===== config.mk =====
export PLATFORM = sky130hd
export DESIGN_NAME = cdp_tx_arbiter
export DESIGN_NICKNAME = d
export VERILOG_FILES = /design/src/rtl/cdp_pkg.sv /design/src/rtl/rr_pick.sv /design/src/rtl/cdp_tx_arbiter.sv
export SDC_FILE = /design/constraint.sdc
export NUM_CORES = 1
export LEC_CHECK = 0
export CAP_MARGIN = 20
export CORE_AREA = 2 2 204 206
export DETAILED_ROUTE_END_ITERATION = 8
export DIE_AREA = 0 0 206 208
export SYNTH_ARGS = -nofsm -noshare
export SYNTH_HDL_FRONTEND = slang
export SYNTH_SLANG_ARGS = --single-unit

===== constraint.sdc =====
create_clock -name clk -period 2.3 [get_ports clk]
set_clock_uncertainty 0.2 [all_clocks]
set_input_delay 0.345 -clock clk [delete_from_list [all_inputs] [get_ports clk]]
set_output_delay 0.345 -clock clk [all_outputs]
set_load 0.02 [all_outputs]

===== src/rtl/cdp_pkg.sv =====
// Shared CDP transmit definitions: beat tags, widths, arbiter FSM encoding.
package cdp_pkg;

  localparam int META_W = 139;
  localparam int RULE_W = 30;

  localparam logic [2:0] TAG_HEAD = 3'b101;
  localparam logic [2:0] TAG_BODY = 3'b100;
  localparam logic [2:0] TAG_TAIL = 3'b110;

  localparam logic [1:0] ST_IDLE    = 2'd0;
  localparam logic [1:0] ST_RULE    = 2'd1;
  localparam logic [1:0] ST_WAIT_TX = 2'd2;
  localparam logic [1:0] ST_FWD     = 2'd3;

  // Tail beat injected when a granted engine stalls out mid-packet.
  localparam logic [META_W-1:0] SYNTH_TAIL = {TAG_TAIL, 4'hf, 4'b0, 128'b0};

  function automatic logic tag_is_legal(input logic [2:0] tag);
    return (tag == TAG_HEAD) || (tag == TAG_BODY) || (tag == TAG_TAIL);
  endfunction

endpackage


===== src/rtl/rr_pick.sv =====
// Combinational round-robin picker: first set request at or above ptr, wrapping.
module rr_pick #(
  parameter int N     = 2,
  parameter int IDX_W = (N > 1) ? $clog2(N) : 1
) (
  input  logic [N-1:0]     req,
  input  logic [IDX_W-1:0] ptr,
  output logic [N-1:0]     win_oh,
  output logic [IDX_W-1:0] win_idx,
  output logic             win_vld
);

  logic [IDX_W-1:0] k;

  always_comb begin
    win_oh  = '0;
    win_idx = '0;
    win_vld = 1'b0;
    k       = '0;
    for (int i = 0; i < N; i++) begin
      k = IDX_W'((int'(ptr) + i) % N);
      if (!win_vld && req[k]) begin
        win_vld    = 1'b1;
        win_idx    = k;
        win_oh[k]  = 1'b1;
      end
    end
  end

endmodule


===== src/rtl/cdp_tx_arbiter.sv =====
// Packet-level round-robin arbiter for the CDP rule FIFO + metadata stream.
// Optional stall watchdog enabled by defining ARB_TIMEOUT_EN.
module cdp_tx_arbiter
  import cdp_pkg::*;
#(
  parameter int NUM_REQ     = 2,
  parameter int RULE_THRESH = 28,
  parameter int TIMEOUT     = 1023
) (
  input  logic                      clk,
  input  logic                      reset,
  input  logic [NUM_REQ-1:0]        req_valid,
  input  logic [NUM_REQ*RULE_W-1:0] req_rule,
  output logic [NUM_REQ-1:0]        grant,
  input  logic [NUM_REQ-1:0]        req_pkt_valid,
  input  logic [NUM_REQ*META_W-1:0] req_pkt,
  output logic                      um2cdp_rule_wrreq,
  output logic [RULE_W-1:0]         um2cdp_rule,
  input  logic [4:0]                cdp2um_rule_usedw,
  input  logic                      cdp2um_tx_enable,
  output logic                      metadata_out_valid,
  output logic [META_W-1:0]         metadata_out,
`ifdef ARB_TIMEOUT_EN
  output logic                      timeout_err,
`endif
  output logic                      busy
);

  localparam int         SEL_W  = (NUM_REQ > 1) ? $clog2(NUM_REQ) : 1;
  localparam logic [4:0] THRESH = 5'(RULE_THRESH);

  logic [1:0]         state_q, state_d;
  logic [SEL_W-1:0]   ptr_q, ptr_d;
  logic [SEL_W-1:0]   sel_q, sel_d;
  logic [NUM_REQ-1:0] sel_oh_q, sel_oh_d;
  logic [NUM_REQ-1:0] grant_q, grant_d;
  logic               wrreq_q, wrreq_d;
  logic [RULE_W-1:0]  rule_q, rule_d;
  logic               mvld_q, mvld_d;
  logic [META_W-1:0]  meta_q, meta_d;

  logic [NUM_REQ-1:0] pick_oh;
  logic [SEL_W-1:0]   pick_idx;
  logic               pick_vld;
  logic               beat_vld;
  logic [META_W-1:0]  beat;
  logic [SEL_W-1:0]   ptr_next;

  rr_pick #(.N(NUM_REQ), .IDX_W(SEL_W)) u_pick (
    .req     (req_valid),
    .ptr     (ptr_q),
    .win_oh  (pick_oh),
    .win_idx (pick_idx),
    .win_vld (pick_vld)
  );

  assign beat_vld = req_pkt_valid[sel_q];
  assign beat     = req_pkt[int'(sel_q)*META_W +: META_W];
  assign ptr_next = (sel_q == SEL_W'(NUM_REQ-1)) ? '0 : sel_q + 1'b1;

`ifdef ARB_TIMEOUT_EN
  logic [9:0] to_cnt_q, to_cnt_d;
  logic       to_err_q, to_err_d;
`else
  logic [9:0] unused_timeout;
  assign unused_timeout = 10'(TIMEOUT);
`endif

  always_comb begin
    state_d  = state_q;
    ptr_d    = ptr_q;
    sel_d    = sel_q;
    sel_oh_d = sel_oh_q;
    grant_d  = grant_q;
    wrreq_d  = 1'b0;
    rule_d   = rule_q;
    mvld_d   = 1'b0;
    meta_d   = meta_q;
`ifdef ARB_TIMEOUT_EN
    to_cnt_d = '0;
    to_err_d = 1'b0;
`endif
    case (state_q)
      ST_IDLE: begin
        if (pick_vld && (cdp2um_rule_usedw <= THRESH)) begin
          sel_d    = pick_idx;
          sel_oh_d = pick_oh;
          state_d  = ST_RULE;
        end
      end
      ST_RULE: begin
        wrreq_d = 1'b1;
        rule_d  = req_rule[int'(sel_q)*RULE_W +: RULE_W];
        state_d = ST_WAIT_TX;
      end
      ST_WAIT_TX: begin
        if (cdp2um_tx_enable) begin
          grant_d = sel_oh_q;
          state_d = ST_FWD;
        end
      end
      default: begin
        mvld_d = beat_vld;
        meta_d = beat;
        if (beat_vld && (beat[META_W-1 -: 3] == TAG_TAIL)) begin
          grant_d = '0;
          ptr_d   = ptr_next;
          state_d = ST_IDLE;
        end
`ifdef ARB_TIMEOUT_EN
        // Counter holds the number of consecutive beat-less cycles so far.
        else if (!beat_vld && (to_cnt_q == 10'(TIMEOUT - 1))) begin
          mvld_d   = 1'b1;
          meta_d   = SYNTH_TAIL;
          grant_d  = '0;
          ptr_d    = ptr_next;
          state_d  = ST_IDLE;
          to_err_d = 1'b1;
        end else if (!beat_vld) begin
          to_cnt_d = to_cnt_q + 10'd1;
        end
`endif
      end
    endcase
  end

  always_ff @(posedge clk or negedge reset) begin
    if (!reset) begin
      state_q  <= ST_IDLE;
      ptr_q    <= '0;
      sel_q    <= '0;
      sel_oh_q <= '0;
      grant_q  <= '0;
      wrreq_q  <= 1'b0;
      rule_q   <= '0;
      mvld_q   <= 1'b0;
      meta_q   <= '0;
`ifdef ARB_TIMEOUT_EN
      to_cnt_q <= '0;
      to_err_q <= 1'b0;
`endif
    end else begin
      state_q  <= state_d;
      ptr_q    <= ptr_d;
      sel_q    <= sel_d;
      sel_oh_q <= sel_oh_d;
      grant_q  <= grant_d;
      wrreq_q  <= wrreq_d;
      rule_q   <= rule_d;
      mvld_q   <= mvld_d;
      meta_q   <= meta_d;
`ifdef ARB_TIMEOUT_EN
      to_cnt_q <= to_cnt_d;
      to_err_q <= to_err_d;
`endif
    end
  end

  assign grant              = grant_q;
  assign um2cdp_rule_wrreq  = wrreq_q;
  assign um2cdp_rule        = rule_q;
  assign metadata_out_valid = mvld_q;
  assign metadata_out       = meta_q;
  assign busy               = (state_q != ST_IDLE);
`ifdef ARB_TIMEOUT_EN
  assign timeout_err        = to_err_q;
`endif

endmodule


==> metrics.md <==
| Metric | Value |
|---|---|
| Outcome | complete, no violations |
| Total Power | 19.0 mW |
| Sequential cell area | 4480 um2 |
| Vias in the first global route | 8069 |
| GR peak layer | met2 |
| Crit path from | state_q[0] |
| First-pass GRT wire length | 44.9 mm |
| Top cell type's share of synthesized area | 54.2% |
| Gr usage total | 13.7% |
| Final hold vios | 0 |
| Reg-to-reg endpoint | state_q[0] |
| Clk slew on worst S/H paths | 0.06 ns |
| Routed len/inst | 16.2 um |
| Synth Register Bits | 179 |
| Clock Sinks | 179 |
| Top cells by area, synth | dfrtp_1, mux2i_1, a21oi_1 |
| Clock share of power | 16.2% |
| Initial core utilization | 20.4% |
| Core area | 40600 um2 |
| Vert. Die Dim | 208 um |
| Number of placed I/O pins | 524 |
| H-tree Lvls | 4 |
| Fillers | 4066 |
| Met3 GRT Util | 5.55% |
| Area of the multi-input gates | 3520 um2 |
| Setup crit end kind | output pin |
| Sw power | 7.67 mW |
| Period utilization | 94.8% |
| M2 GR Usage | 23.8% |
| WP data required | 1.75 ns |
| Initial antenna violation count | 1 |
| Detailed placement HPWL | 23.7 mm |
| Yosys cell types | 32 |
| Slew margin rel. | 60.6% |
| Clock Path Buffers | 2 |
| Max IR drop VDD | 0.000585 V |
| Worst-Skew Late Latency | 0.45 ns |
| P per Cell Area | 1280 nW/um2 |
| Congestion Overflow GR | 0 |
| Share of post-route cells with drive strength above 1 | 5.20% |
| Slew Viols, Final | 0 |
| Synth area leader | dfrtp_1 |
| Vias per cell | 4.16 |
| Post-synth EDFFs | 0 |
| R2R setup slack | 0.27 ns |
| CTS buffer count | 17 |
| Rows | 74 |
| Final setup viols | 0 |
| Max Cap Violations | 0 |
| Starting DRC count in detailed routing | 226 |
| Int Pwr | 11.4 mW |
| Sequential area share after synthesis | 54.2% |
| Fmax | 459 MHz |
| Gate Count Post-Synth | 798 |
| Sw Ratio | 40.3% |
| R2R Path Start | state_q[0] |
| Die X | 206 um |
| Synth cell count leaders | dfrtp_1, nor2_1, mux2i_1 |
| Critical path fanouts, max | 9 |
| Crit path DAT | 1.64 ns |
| Synth Flop Type | dfrtp_1 |
| DRC | 0 |
| Finished Cell Area | 14900 um2 |
| Ys async rst share | 100% |
| Synthesized area | 8260 um2 |
| 1st-pass router iterations | 6 |
| Post-CTS setup buffers | 0 |
| Synthesis-to-layout area growth | 80.5% |
| RSZ-0062 raised after global routing | no |
| Post-DP Area | 14300 um2 |
| Top-count cell post-synth | dfrtp_1 |
| Fin cells | 1860 |
| TNS Setup | 0 ns |
| Antenna-violating nets left | 0 |
| Tmin final | 2.18 ns |
| GPL Wtd Cong | 0.783 |
| Setup crit start kind | register |
| Worst hold-check path type | in2async |
| Flop pwr share | 29.0% |
| Crit path kind | reg2out |
| Synth warn | 0 |
| Worst R2R Path Depth | 6 |
| Setup crit end | busy |
| CTS tree | done |
| Nets | 1669 |
| Post-Syn Area per Cell | 10.3 um2 |
| Leak pwr | 6.68 nW |
| Largest net degree at the start of global routing | 104 |
| CTS root buffer | clkbuf_16 |
| Via Count | 7731 |
| Antenna Cells | 0 |
| Routed WL | 30.2 mm |
| Combinational share of power | 54.8% |
| Syn_nets | 1152 |
| Final hold slack | 0.282 ns |
| Post-Place Cells | 1827 |
| Die ar. | 42800 um2 |
| Worst Tran Pin Value | 0.591 ns |
| IO Port Bufs | 523 |
| M1 GR Usage | 14.9% |
[critical path, cell delays in order, from the launching register on]
cell and delay [ns]:
dfrtp_1 0.44, inv_1 0.17, ha_4 0.21, inv_1 0.06, dlygate4sd2_1 0.31
[layout make-up]
class,instances,share of cell area [%]
Tap cell,532,4.47
Clock buffer,21,3.09
Multi-Input combinational cell,554,23.6
Timing Repair Buffer,556,37.6
Sequential cell,179,30.1
Clock inverter,11,1.01
Inverter,7,0.176
[registers in the layout, summed over array words and instances (netlist names)]
register	count
um2cdp_rule_wrreq	1
metadata_out_valid	1
ptr_q	1
sel_oh_q	2
state_q	2
um2cdp_rule	30
grant	2
sel_q	1
metadata_out	139
[through the flow]
step | util (%) | setup WS, ns
finish | 36.7 | 0.120
CTS | 36.7 | 0.00843
floorplan | - | 0.412
global route | 36.7 | 0.0194
detailed placement | 35.2 | 0.170
global placement | 35.2 | 0.229
[what timing repair did]
| action | 4_1_cts | 5_1_grt |
|---|---|---|
| resized for setup | 2 | 1 |
| endpoints found under the setup margin | 1 | 1 |
| hold buffers | 1 | 0 |
| endpoints found under the hold margin | 53 | 0 |
[worst min path at each step]
stage            startpoint               end  slack, ns  cells after the start
3_5_place_dp          reset   um2cdp_rule[10]       0.20                      1
3_3_place_gp          reset   um2cdp_rule[10]       0.19                      1
6_report              reset   um2cdp_rule[10]       0.28                      2
5_1_grt        req_pkt[202]  metadata_out[63]       0.30                      3
2_1_floorplan         reset          grant[0]      -0.15                      0
4_1_cts         req_pkt[56]  metadata_out[56]       0.26                      3
[kinds of logic after synthesis]
logic type / count (synthesis) / share of synthesized area (%)
AND/OR/NAND/NOR: 194 / 9.30
AO/OA/AOI/OAI: 186 / 11.7
flip-flops: 179 / 54.2
multiplexers: 170 / 20.6
buffers and inverters: 65 / 3.52
adder cells (fa/ha/maj): 4 / 0.606
[placed cells by master (no fill, tap or decap), types with 3 or more instances in the layout]
cell             synthesis  routed
a21oi_1                168     168
buf_12                   0       9
buf_4                    8      23
bufinv_16                0       3
clkbuf_16                0      17
clkbuf_8                 0       3
clkdlybuf4s50_1          0     521
dfrtp_1                179     178
inv_1                    7       7
inv_6                    0       3
mux2i_1                170     170
nand2_1                  6       6
nor2_1                 174     174
o21ai_0                  6       6
or3_1                    3       3
[metal layers]
metal  vias up  wire, um  part of all wire (%)
met3        26      3390                    11
li1       3814         -                     -
met5         -         0                     0
met4         0       517                   1.7
met1      3545     11500                    38
met2       346     14800                    49
[power by group through the flow]
stage | clock network [mW] | logic (mW) | registers (mW)
6_report | 3.09 | 10.4 | 5.51
5_1_grt | 3.34 | 11.3 | 5.72
4_1_cts | 3.21 | 10.6 | 5.53
3_5_place_dp | 0 | 10.6 | 5.55
3_3_place_gp | 0 | 10.4 | 5.51
2_1_floorplan | 0 | 3.82 | 7.25
Note: power is estimated with default switching activity, not from simulation.
